==> src/rtl/jtag_sequencer.sv <==
// Purpose : turns host commands (TAP reset, IR load, DR scan, NOP) into TMS/TDI scan sequences and captures TDO.
// Latency : TAP reset 6, IR load 4+IR_LEN+2, DR scan 3+L+2, NOP 1 busy cycles; done pulses on the following IDLE cycle.
// Backpr. : cmd_ready is high only in IDLE; cmd_valid presented while busy is ignored, not queued.
//
// Ports: TCK/TRST scan clock and async active-high reset; cmd_valid/cmd_ready/cmd_op/cmd_len/cmd_data host
// command handshake; TMS/TDI registered TAP drive, TDO TAP return; rsp_data captured TDO bits (LSB first);
// done one-cycle completion pulse; busy = !cmd_ready.
module jtag_sequencer #(
    parameter int IR_LEN = 2,
    parameter int DR_MAX = 16
) (
    input  logic              TCK,
    input  logic              TRST,
    input  logic              cmd_valid,
    output logic              cmd_ready,
    input  logic [1:0]        cmd_op,
    input  logic [4:0]        cmd_len,
    input  logic [DR_MAX-1:0] cmd_data,
    output logic              TMS,
    output logic              TDI,
    input  logic              TDO,
    output logic [DR_MAX-1:0] rsp_data,
    output logic              done,
    output logic              busy
);

    localparam int LMAX = (DR_MAX > IR_LEN) ? DR_MAX : IR_LEN;
    localparam int CW   = $clog2(LMAX + 8) + 1;

    localparam logic [1:0] OP_RST = 2'b00;
    localparam logic [1:0] OP_IR  = 2'b01;
    localparam logic [1:0] OP_DR  = 2'b10;

    typedef enum logic [3:0] {
        IDLE, TLR, SEL_DR, SEL_IR, CAPTURE, SHIFT, EXIT1, UPDATE, RETURN
    } state_t;

    state_t            state;
    logic [CW-1:0]     cnt;
    logic [CW-1:0]     len_q;
    logic [DR_MAX-1:0] data_q;
    logic              is_ir;
    logic              active;   // a host command (not the auto-reset) is in flight
    logic [CW-1:0]     dr_len;

    // Effective DR length: 0 scans one bit, oversize requests saturate.
    always_comb begin
        dr_len = CW'(cmd_len);
        if (cmd_len == 5'd0) begin
            dr_len = CW'(1);
        end else if (int'(cmd_len) > DR_MAX) begin
            dr_len = CW'(DR_MAX);
        end
    end

    assign cmd_ready = (state == IDLE);
    assign busy      = ~cmd_ready;

    // TMS/TDI are registered alongside the next state so they are valid for
    // the whole cycle the FSM spends in that state. CAPTURE spans two cycles:
    // the first walks the TAP Select->Capture, the second Capture->Shift, so
    // TDI bit 0 lines up with the first cycle the TAP sits in Shift.
    always_ff @(posedge TCK or posedge TRST) begin
        if (TRST) begin
            state    <= TLR;
            cnt      <= '0;
            len_q    <= '0;
            data_q   <= '0;
            is_ir    <= 1'b0;
            active   <= 1'b0;
            TMS      <= 1'b1;
            TDI      <= 1'b0;
            done     <= 1'b0;
            rsp_data <= '0;
        end else begin
            done <= 1'b0;
            TDI  <= 1'b0;
            case (state)
                IDLE: begin
                    TMS <= 1'b0;
                    if (cmd_valid) begin
                        active   <= 1'b1;
                        rsp_data <= '0;
                        data_q   <= cmd_data;
                        cnt      <= '0;
                        case (cmd_op)
                            OP_RST: begin
                                state <= TLR;
                                TMS   <= 1'b1;
                            end
                            OP_IR: begin
                                state <= SEL_DR;
                                TMS   <= 1'b1;
                                is_ir <= 1'b1;
                                len_q <= CW'(IR_LEN);
                            end
                            OP_DR: begin
                                state <= SEL_DR;
                                TMS   <= 1'b1;
                                is_ir <= 1'b0;
                                len_q <= dr_len;
                            end
                            default: begin
                                state <= RETURN;
                                TMS   <= 1'b0;
                            end
                        endcase
                    end
                end
                TLR: begin
                    if (cnt == CW'(4)) begin
                        state <= RETURN;
                        cnt   <= '0;
                        TMS   <= 1'b0;
                    end else begin
                        cnt <= cnt + CW'(1);
                        TMS <= 1'b1;
                    end
                end
                SEL_DR: begin
                    cnt <= '0;
                    if (is_ir) begin
                        state <= SEL_IR;
                        TMS   <= 1'b1;
                    end else begin
                        state <= CAPTURE;
                        TMS   <= 1'b0;
                    end
                end
                SEL_IR: begin
                    state <= CAPTURE;
                    cnt   <= '0;
                    TMS   <= 1'b0;
                end
                CAPTURE: begin
                    if (cnt == '0) begin
                        cnt <= CW'(1);
                        TMS <= 1'b0;
                    end else begin
                        state <= SHIFT;
                        cnt   <= '0;
                        TMS   <= (len_q == CW'(1));
                        TDI   <= data_q[0];
                    end
                end
                SHIFT: begin
                    rsp_data[cnt] <= TDO;
                    if (cnt == len_q - CW'(1)) begin
                        state <= EXIT1;
                        cnt   <= '0;
                        TMS   <= 1'b1;
                    end else begin
                        cnt <= cnt + CW'(1);
                        TMS <= (cnt + CW'(2) == len_q);
                        TDI <= data_q[cnt + CW'(1)];
                    end
                end
                EXIT1: begin
                    state <= UPDATE;
                    TMS   <= 1'b0;
                end
                UPDATE, RETURN: begin
                    state  <= IDLE;
                    TMS    <= 1'b0;
                    done   <= active;
                    active <= 1'b0;
                end
                default: begin
                    state  <= TLR;
                    cnt    <= '0;
                    TMS    <= 1'b1;
                    active <= 1'b0;
                end
            endcase
        end
    end

endmodule

==> config.mk <==
export PLATFORM = sky130hd
export DESIGN_NAME = jtag_sequencer
export DESIGN_NICKNAME = d
export VERILOG_FILES = /design/src/rtl/jtag_sequencer.sv
export SDC_FILE = /design/constraint.sdc
export NUM_CORES = 1
export LEC_CHECK = 0
export BUFFER_PORTS_ARGS = -buffer_cell sky130_fd_sc_hd__buf_2
export CORE_UTILIZATION = 60
export DETAILED_ROUTE_END_ITERATION = 6
export HOLD_SLACK_MARGIN = 0.15
export PLACE_DENSITY = 0.84
export SYNTH_ARGS = -nofsm -noshare
export SYNTH_HDL_FRONTEND = slang
export SYNTH_SLANG_ARGS = --single-unit
==> constraint.sdc <==
create_clock -name TCK -period 6.1 [get_ports TCK]
set_clock_uncertainty 0.05 [all_clocks]
set_input_delay 0 -clock TCK [delete_from_list [all_inputs] [get_ports TCK]]
set_output_delay 0 -clock TCK [all_outputs]
set_load 0.02 [all_outputs]
---- After elaboration in Yosys (flattened, before gate mapping) ----
Cells that the tools add are included.
storage, ports and cells
  register bits ........................... 53
  input port bits ......................... 27
  output and inout port bits .............. 21
  word-level logic and storage cells ...... 93
operators by class
  add/sub/neg operators ................... 3
  magnitude comparators ................... 4
  equal/unequal tests ..................... 18
  mux-type cells .......................... 36
  bitwise logic cells ..................... 3
  reduce and logical (&&, ||, !) cells .... 19
operators by type and width
  cell                 number
  $pmux 16 s2          1
  $pmux 4 s8           1
  $pmux 6 s5           1
  $mux 6               3
  $bwmux 16            1
  $eq 4x3->1 const B   4
  $mux 16              1
  $mux 4               4
  $mux 1               13
  $eq 6x6->1           2
  $lt 6x5->1 const B   2
  $pmux 6 s2           1
  $mux 5               2
  $eq 4x2->1 const B   2
  $ne 2x2->1 const B   4
  $pmux 4 s2           1
  $reduce_and 2->1     4
  $add 6x1->6 const B  1
  $add 6x2->6 const B  1
  $eq 6x1->1 const B   1
  $eq 6x3->1 const B   1
  $ge 6x1->1 const B   1
  $logic_not 6->1      1
  $pmux 1 s2           3
  other kinds (22)     27

---- Logic depth before layout (Yosys ltp) ----
Gate-level depths: netlist of run 1.
  depth after elaboration ................. 6
  mapped depth ............................ 8

---- Worst setup path after synthesis of run 1 ----
Ideal clock, no wire load.
  kind .................................... register to register
  start point ............................. reg cnt[0]
  end point ............................... reg TDI
  setup time .............................. 121 ps
  arrival ................................. 2085 ps
  data required time ...................... 5929 ps
  setup slack ............................. 3844 ps
  stages on the path, launching flop included .. 9
  path buffers ............................ 1
  cell sequence ........................... dfrtp_1 -> buf_2 -> inv_1 -> ha_1 -> mux4_2 -> nor2b_1 -> a211oi_1 -> a21oi_1 -> a22o_1
on the way
  cells in the longest elaborated chain, start to end .. 5
  elaborated cells on any way between the ends .. 8
  those cells by class .................... 1 x add/sub; 1 x eq/ne; 5 x mux; 1 x reduce/logical
ends and longest elaborated chain
  element                       RTL line  RTL
  start: declaration            39        logic [CW-1:0] cnt;
  start signal: assignment      116       cnt <= cnt + CW'(1);
  start signal: assignment      153       cnt <= cnt + CW'(1);
  $add 6x1->6                   155       TDI <= data_q[cnt + CW'(1)];
  $bmux 1 s4                    155
  $mux 1 (implied by the code)  155
  $mux 1                        148       if (cnt == len_q - CW'(1)) begin
  $pmux 1 s2 *                  78        case (state)
  end signal: assignment        143       TDI <= data_q[0];
  end signal: assignment        155
  end: declaration              20        output logic TDI,
Every way passes the cells marked *; elsewhere a longest branch is shown, timed or not. The select of a mux whose other input is x is not followed.
A chain may end at the register's enable or synchronous reset.

---- Final worst setup path of run 1 ----
Ends and elaborated chain as after synthesis.

==> impl_metrics.py, run 1 <==
metrics = {
    "sta": {
        "rsz0062_at_grt": "no",
        "post-route-period-util_pct": 43.91,
        "slew_viol_final": 0,
        "setup_viol": 0,
        "slew_headroom_pct": 30.52,
        "layout_min_cycle_time_ns": 2.679,
        "fmax_mhz": 373.3,
        "hold_viol": 0,
        "worst_pin_slew_ns": 1.041,
        "holdWs_ns": 0.1864,
        "tns_ns": 0,
    },
    "detailed_routing": {
        "drt_iter0_drc": 128,
        "first_pass_iters": 4,
        "drc": 0,
        "drt_wl_total_um": 7290,
        "vias": 2551,
        "antenna_left": 0,
        "routed_via_density": 5.733,
        "avgRoutedWirePerCell_um": 16.38,
    },
    "cts": {
        "htreeDepth": 2,
        "cts.clk_slew.worst_paths_ns": 0.10,
        "cts_setup_buffers": 0,
        "cts.sinks": 52,
        "cts_tree": "built",
        "cts.path.max_buffers": 2,
        "root_buffer": "clkbuf_8",
        "insertion_delay_ns": 0.31,
        "cts_buffers": 5,
    },
    "synthesis": {
        "avgSynthCellArea_um2": 9.633,
        "synth_seq_cells": 52,
        "async_flop_share_pct": 100.0,
        "synth_fp_nets": 349,
        "synth_xor_area_share_pct": 4.205,
        "synthMuxAreaShare_pct": 9.326,
        "synth_compound_area_share_pct": 17.86,
        "synth_cells": 312,
        "synth_top_area_share_pct": 41.63,
        "syn_area_mm2": 0.003005,
        "ys_warn_count": 0,
        "synth_edf_count": 0,
        "yosys-top-cells-count": "50 x dfrtp_1, 42 x o21ai_0, 33 x nand2_1",
        "synth.largest_area_cell": "dfrtp_1",
        "ys.flop_type": "dfrtp_1",
        "synth_most_common_cell": "dfrtp_1",
        "synth_top_family_by_area": "compound AO/OA/AOI/OAI gates",
        "synthSimpleGateAreaFrac_pct": 17.28,
        "synth_fa_ha_area_share_pct": 4.163,
        "yosysSeqAreaShare_pct": 43.38,
        "ys_types": 48,
        "synth_area_leaders": "dfrtp_1 42%, o21ai_0 7.0%, mux2_2 6.0%, ha_1 4.2%, nand2_1 4.1%",
    },
    "worst_setup_path": {
        "cp_max_fo": 12,
        "critPathSlowestCell": "dfrtp_1",
        "start_kind": "register",
        "end_kind": "register",
        "criticalPathCategory": "register to register",
        "required_ns": 6.26,
        "arrival_ns": 2.84,
        "cp_cell_sequence": "inv_1, ha_1, mux4_2, nor2b_1, a211oi_1, a21oi_1, a22o_1",
        "cpPeakStageDelay_ns": 0.64,
    },
    "hold_path": {
        "hold_class": "input pin to register",
    },
    "final_layout": {
        "areaGrowthSynthToFinish_pct": 20.65,
        "drive_above_1_share_pct": 23.02,
        "antennaDiodeCount": 0,
        "final_core_util_pct": 75.76,
        "fillers": 342,
        "final_nets": 414,
    },
    "die": {
        "die_area_mm2": 0.005296,
        "row_count": 25,
        "ios": 48,
        "die_h_um": 72.78,
        "die_w_um": 72.78,
        "start_util_pct": 62.80,
        "coreArea_mm2": 0.004786,
    },
    "grt": {
        "grt.busiest_layer": "met2",
        "antenna_found_initial": 0,
        "use_met3_pct": 7.597,
        "overflow": 0,
        "grt_use_met2_pct": 49.64,
        "grt_max_degree": 53,
        "grt_pass1_wl_um": 11940,
        "grt_pass1_vias": 2597,
        "track_usage_pct": 29.96,
        "grt.met1_usage_pct": 36.00,
    },
    "power": {
        "power_frac_seq_pct": 39.6,
        "clkPwrFrac_pct": 14.5,
        "vdd_ir_drop_max_mv": 0.2831,
        "swShare_pct": 41.76,
        "switchingPower_uw": 608.9,
        "power.total_mw": 1.458,
        "p_int_uw": 849.2,
        "p_leak_nw": 1.661,
        "power_frac_comb_pct": 45.8,
        "power_density_mw_per_mm2": 402.1,
    },
    "place": {
        "port_buffers": 47,
        "gp_congestion": 0.8063,
        "place_hpwl_um": 4751,
    },
    "run": {
        "drv_cap": 0,
    },
    "run_status": {
        "status": "complete, no violations",
    },
}
## layout make-up
| class | count | area, um2 | area share [%] |
|---|---|---|---|
| timing repair buffer | 75 | 515.5 | 14.22 |
| inverter | 11 | 41.29 | 1.139 |
| clock buffer | 7 | 86.33 | 2.381 |
| clock inverter | 1 | 7.507 | 0.2070 |
| tap | 67 | 83.83 | 2.312 |
| multi-input combinational | 232 | 1588 | 43.79 |
| sequential | 52 | 1304 | 35.96 |
## logic make-up after synthesis
kind of cell	Yosys count
and+or+nand+nor	99
AOI/OAI and AO/OA	90
DFF	52
buffers and inverters	28
muxes	21
xor gates and xnor gates	12
adders and majority gates	10
## what timing repair did
item                                   CTS  global route
hold buffers                            28             0
endpoints found under the hold margin   77             0
gates resized for setup                  0             0
## cells in the final DEF, fill, tap and decap left out, types with 3 or more instances in the layout
cell type / instances
ha_1: 10
dfrtp_1: 50
nand3_1: 5
xnor2_1: 3
nand2_1: 33
xor2_1: 7
clkbuf_8: 6
and2_1: 6
dlygate4sd3_1: 28
nor3_1: 7
nand2b_1: 5
mux2_2: 16
nor2_1: 23
a211oi_1: 3
o22ai_1: 5
buf_2: 47
inv_1: 10
nor2b_1: 9
mux4_2: 4
a21oi_1: 21
o21ai_0: 42
## metrics by stage
stage               area, um2  setup WS, ns  std cells
floorplan                3005         3.844        312
global placement         3252         3.720        409
global route             3626         3.226        445
detailed placement       3252         3.551        409
finish                   3626         3.421        445
CTS                      3626         3.549        445
## routing by layer
metal  wire, um  part of all wire (%)
met1       3031                    42
met2       3690                    51
met3        344                   4.7
met4        224                   3.1
met5          0                     0
## worst max-delay path: cells and delay by family, from the launching register on
kind                       cells  cell delay (ns)
AOI/OAI and AO/OA              3             0.55
DFF                            1             0.64
adders and majority gates      1             0.48
and+or+nand+nor                1             0.16
muxes                          1             0.57
buffers and inverters          1             0.12
## power by group through the flow
stage	clock (mW)	sequential, mW	combinational (mW)
after floorplan	0	0.530	0.531
after global placement	0	0.573	0.599
after detailed placement	0	0.580	0.633
after CTS	0.209	0.573	0.649
after global routing	0.223	0.593	0.723
final	0.212	0.578	0.669
## sequential cells by signal (all words and copies together) (netlist names)
name	count
data_q	16
rsp_data	16
cnt	6
len_q	5
state	4
TDI	1
TMS	1
active	1
done	1
is_ir	1
## path summary, 6_finish.rpt
kind	startpoint	end	slack [ns]	depth (start not counted)
max	cnt[0]	TDI	3.42	7
min	cmd_op[0]	is_ir	0.19	4
max reg2reg	cnt[0]	TDI	3.42	7
min reg2reg	rsp_data[4]	rsp_data[4]	0.45	2
max in group asynchronous	TRST	done	4.92	3
min in group asynchronous	TRST	rsp_data[9]	0.43	3
(Power assumes the default switching activity.)
==> run 2: changes to the inputs <==
CORE_UTILIZATION = 51   (was 60)
PLACE_DENSITY = 0.76   (was 0.84)
clock period = 2.41 ns   (was 6.1 ns; I/O delays follow)
==> run 2 against run 1 <==
- register-to-register slack got worse by 3.2 ns
- final area grew 3.1%
- routed wire length increased by 0.58%
- count of clock-buffer cells in the layout decreased by 1
- core utilization fell by 9.1 points
- worst setup slack got worse by 3.2 ns
- sequential power is 140% higher
- largest cell class unchanged
- largest power group unchanged
- highest routed layer unchanged
==> impl_metrics.py, run 2 (synthesized netlist as in run 1, its figures left out) <==
metrics = {
    "detailed_routing": {
        "vias": 2643,
        "drt_wl_total_um": 7332,
        "routed_via_density": 5.721,
        "wl_met3_um": 315,
        "drt_iter0_drc": 183,
        "antenna_left": 0,
        "first_pass_iters": 4,
        "met2_wirelength_um": 3700,
        "avgRoutedWirePerCell_um": 15.87,
        "highest_layer": "met4",
        "drc": 0,
        "wl_met1_um": 3197,
    },
    "worst_setup_path": {
        "cpPeakStageDelay_ns": 0.43,
        "required_ns": 2.58,
        "rrSetupSlack_ns": 0.20,
        "arrival_ns": 2.38,
        "cp_cell_sequence": "inv_1, ha_1, xnor3_1, a32oi_1, a311oi_2, a31oi_4, nor2_4, nor4b_4",
        "critical_path.top_delay_family": "compound AO/OA/AOI/OAI gates",
        "end_kind": "register",
        "start_kind": "register",
        "cp_max_fo": 7,
        "criticalPathCategory": "register to register",
        "critPathBufInv": 1,
        "critPathSlowestCell": "dfrtp_1",
    },
    "cts": {
        "cts_tree": "built",
        "cts.sinks": 52,
        "insertion_delay_ns": 0.32,
        "root_buffer": "clkbuf_8",
        "htreeDepth": 2,
        "cts_resized": 0,
        "cts.clk_slew.worst_paths_ns": 0.09,
        "cts_buffers": 5,
        "cts.path.max_buffers": 2,
    },
    "final_layout": {
        "fillers": 474,
        "final_nets": 426,
        "multi_input_area_mm2": 0.001588,
        "antennaDiodeCount": 0,
        "top_regs": "data_q: 16 flops, rsp_data: 16 flops, cnt: 6 flops",
        "mostFrequentLayoutCell": "dfrtp_1",
        "drive_above_1_share_pct": 25.38,
        "fin_cells": 462,
        "areaGrowthSynthToFinish_pct": 24.44,
        "regArea_mm2": 0.001304,
        "layout_common_cells": "50 x dfrtp_1, 47 x buf_2, 42 x o21ai_0",
        "final_core_util_pct": 66.69,
    },
    "power": {
        "power_density_mw_per_mm2": 1014,
        "p_leak_nw": 1.734,
        "power.total_mw": 3.791,
        "vdd_ir_drop_max_mv": 0.6181,
    },
    "place": {
        "placed_cells": 426,
        "port_buffers": 47,
        "place_hpwl_um": 5179,
        "gp_congestion": 0.9113,
    },
    "die": {
        "coreArea_mm2": 0.005608,
        "die_h_um": 78.77,
        "row_count": 27,
        "die_area_mm2": 0.006204,
        "start_util_pct": 53.59,
        "die_w_um": 78.77,
        "ios": 48,
    },
    "sta": {
        "fmax_mhz": 452.4,
        "setup_viol": 0,
        "layout_min_cycle_time_ns": 2.211,
        "post-route-period-util_pct": 91.73,
        "slew_viol_final": 0,
        "rsz0062_at_grt": "no",
        "slew_headroom_pct": 32.12,
        "worst_pin_slew_ns": 1.018,
        "hold_viol": 0,
        "tns_ns": 0,
    },
    "grt": {
        "grt_pass1_vias": 2560,
        "grt_pass1_wl_um": 12540,
        "overflow": 0,
        "grt_max_degree": 20,
        "track_usage_pct": 26.64,
        "antenna_found_initial": 0,
    },
    "run_status": {
        "status": "complete, no violations",
    },
    "hold_path": {
        "hold_class": "input pin to asynchronous set/reset pin",
    },
    "run": {
        "drv_cap": 0,
    },
}
-- run 2: cell types whose count changed in the layout (fill, tap and decap cells not counted) --
cell,delta
clkbuf_8,-1
buf_4,+12
bufinv_16,+1
clkinvlp_4,-1
inv_6,+1
-- run 2: timing repair --
| action | 4_1_cts | 5_1_grt |
|---|---|---|
| hold buffers | 28 | 0 |
| hold endpoints to repair | 78 | 0 |
| setup buffers | 0 | 0 |
-- run 2: final cells by class --
type	count	share of cell area, %
multi-input combinational	232	42.46
sequential	52	34.86
timing repair buffer	87	16.19
tap	72	2.409
clock buffer	6	1.940
inverter	11	1.104
clock inverter	2	1.037
-- run 2: worst paths after layout --
check / from / end / cells past startpoint
worst min register to register: rsp_data[4] / rsp_data[4] / 2
max in group asynchronous: TRST / TMS / 4
worst max-delay path: len_q[0] / state[3] / 8
worst max register to register: len_q[0] / state[3] / 8
min in group TCK: cmd_op[0] / is_ir / 4
worst min-delay path: TRST / data_q[2] / 3
-- run 2: power by group --
group          internal, mW  total, mW  switching, mW  leakage, nW
clock network         0.314      0.616          0.302       0.0558
logic                 0.822       1.80          0.976         1.01
registers              1.14       1.38          0.234        0.669
-- run 2: layer usage --
metal / GRT usage [%] / up-vias
met5: 0 / -
met4: 9.259 / 0
met3: 4.943 / 11
met2: 43.83 / 73
met1: 35.30 / 1294
li1: - / 1265
-- run 2: stage by stage --
stage / hold WS (ns) / setup WS, ns / cell area, um2
global placement: -0.05363 / 0.3098 / 3348
global route: 0.1784 / 0.03272 / 3740
detailed placement: -0.05029 / 0.2267 / 3348
finish: 0.1496 / 0.1994 / 3740
floorplan: 0.08605 / 0.1543 / 3005
CTS: 0.1524 / 0.2107 / 3740
-- run 2: tightest hold or removal path, delay by kind of cell --
family | cells | cell delay, ns
buffers and inverters | 3 | 0.93
==> run 3: changes to the inputs <==
--- a/config.mk
+++ b/config.mk
@@ -12,2 +12,3 @@
 export PLACE_DENSITY = 0.76
+export REMOVE_ABC_BUFFERS = 1
 export SYNTH_ARGS = -nofsm -noshare
==> constraint.sdc (replaced) <==
create_clock -name TCK -period 2.41 [get_ports TCK]
set_clock_uncertainty 0.05 [all_clocks]
set_input_delay 0.1205 -clock TCK [delete_from_list [all_inputs] [get_ports TCK]]
set_output_delay 0.1205 -clock TCK [all_outputs]
set_load 0.02 [all_outputs]
==> run 3 against run 2 <==
- die area stayed put
- combinational power decreased by 6%
- non-clock buffer count shrank 6
- count of clock-buffer cells in the layout fell by 1
- critical path type unchanged
- final cell count down 1.3%
- power is 5.3% lower
- global-route usage shrank 3.9 points
- worst setup slack lost 0.028 ns
- maximum frequency fell by 1.3%
- routed wire length decreased by 14%
- largest power group unchanged
==> impl_metrics.py, run 3 (synthesized netlist as in run 1, its figures left out) <==
metrics = {
    "sta": {
        "post-route-period-util_pct": 92.89,
        "hold_viol": 0,
        "layout_min_cycle_time_ns": 2.239,
        "fmax_mhz": 446.7,
        "rsz0062_at_grt": "no",
        "setup_viol": 0,
        "slew_viol_final": 0,
        "tns_ns": 0,
        "fin_ws_ns": 0.1713,
        "slew_headroom_pct": 40.19,
        "worst_pin_slew_ns": 0.8971,
    },
    "grt": {
        "grt_pass1_wl_um": 11230,
        "grt_pass1_vias": 2526,
        "track_usage_pct": 22.75,
        "grt_max_degree": 20,
        "overflow": 0,
        "antenna_found_initial": 0,
    },
    "worst_setup_path": {
        "end_kind": "register",
        "cpPeakStageDelay_ns": 0.44,
        "criticalPathCategory": "register to register",
        "rrSetupSlack_ns": 0.17,
        "cp_cell_sequence": "inv_1, ha_1, xnor3_1, a32oi_1, a311oi_2, a31oi_4, nor2_4, nor4b_4",
        "r2r_cells": 8,
        "required_ns": 2.58,
        "critPathBufInv": 1,
        "cp_max_fo": 7,
        "start_kind": "register",
        "r2r-end": "state[3]",
        "critical_path.top_delay_family": "compound AO/OA/AOI/OAI gates",
        "critPathSlowestCell": "dfrtp_1",
        "rr_startpoint": "len_q[0]",
        "arrival_ns": 2.40,
    },
    "power": {
        "vdd_ir_drop_max_mv": 0.5738,
        "power_density_mw_per_mm2": 979.4,
        "p_leak_nw": 1.698,
    },
    "final_layout": {
        "mostFrequentLayoutCell": "dfrtp_1",
        "final_core_util_pct": 65.39,
        "layout_common_cells": "50 x dfrtp_1, 47 x buf_2, 42 x o21ai_0",
        "antennaDiodeCount": 0,
        "areaGrowthSynthToFinish_pct": 22.02,
        "top_regs": "data_q: 16 flops, rsp_data: 16 flops, cnt: 6 flops",
        "final_nets": 420,
        "drive_above_1_share_pct": 25.26,
    },
    "die": {
        "coreArea_mm2": 0.005608,
        "row_count": 27,
        "die_h_um": 78.77,
        "die_w_um": 78.77,
        "ios": 48,
        "die_area_mm2": 0.006204,
        "start_util_pct": 53.59,
    },
    "place": {
        "dp_worst_setup_slack_ns": 0.1848,
        "port_buffers": 47,
        "gp_congestion": 0.8771,
        "place_hpwl_um": 4749,
    },
    "cts": {
        "htreeDepth": 2,
        "insertion_delay_ns": 0.30,
        "cts_buffers": 5,
        "cts.clk_slew.worst_paths_ns": 0.10,
        "root_buffer": "clkbuf_8",
        "cts_tree": "built",
        "cts.path.max_buffers": 2,
        "cts.sinks": 52,
    },
    "detailed_routing": {
        "drc": 0,
        "drt_iter0_drc": 122,
        "drt_wl_total_um": 6334,
        "avgRoutedWirePerCell_um": 13.89,
        "first_pass_iters": 4,
        "routed_via_density": 5.524,
        "antenna_left": 0,
        "vias": 2519,
    },
    "hold_path": {
        "hold_class": "input pin to register",
        "min_delay_path_depth": 5,
        "worstHoldStart": "cmd_len[1]",
        "worst_hold_path.endpoint": "len_q[1]",
    },
    "run_status": {
        "status": "complete, no violations",
    },
    "run": {
        "drv_cap": 0,
    },
}
run 3: cell count changes in the layout (fill, tap and decap cells not counted), sizes merged:
cell,previous run,this run
clkbuf,6,5
buf,59,56
dlygate4sd3,28,25
clkinv,0,2
bufinv,1,0
run 3: tightest hold or removal path, cell delays in order:
cell and delay [ns]:
buf_2 0.11, inv_1 0.04, o21ai_0 0.08, nor2_1 0.10, a21oi_1 0.05
run 3: worst max path at each step:
| stage | from | endpoint | cells after the start |
|---|---|---|---|
| floorplan | cnt[0] | TDI | 7 |
| global placement | len_q[0] | state[3] | 8 |
| detailed placement | len_q[0] | state[3] | 8 |
| CTS | len_q[0] | state[3] | 8 |
| global route | len_q[0] | state[3] | 8 |
| finish | len_q[0] | state[3] | 8 |
run 3: power breakdown:
part | total (mW) | switching, mW | internal [mW]
combinational | 1.69 | 0.896 | 0.795
sequential | 1.39 | 0.251 | 1.14
clock | 0.508 | 0.299 | 0.209
total | 3.59 | 1.45 | 2.15
run 3: cell type report:
class                   count  area (um2)
multi-input cells         232        1588
clock inverters             3       22.52
repair buffers             81       553.0
inverters                  11       41.29
flip-flops and latches     52        1304
clock buffers               5       68.82
well taps                  72       90.09
fillers                   480        1941
run 3: per-stage QoR:
step,instances,hold slack (ns),total power [mW],cell area [um2]
floorplan,295,0.2065,2.642,2933
global placement,423,0.04601,3.017,3326
detailed placement,423,0.04790,3.070,3326
CTS,456,0.1716,3.616,3667
global route,456,0.1880,3.865,3667
finish,456,0.1837,3.592,3667
run 3: what timing repair did:
item	in CTS	in global routing
gates resized for setup	0	0
hold endpoints to repair	76	0
setup buffers	0	0
hold buffers	25	0
run 3: per-layer routing:
metal	global-route usage, %	wire [um]	vias to the layer above
li1	-	-	1247
met1	29.49	2796	1200
met2	39.48	3190	68
met3	3.563	301	4
met4	6.111	45	0
met5	0	0	-
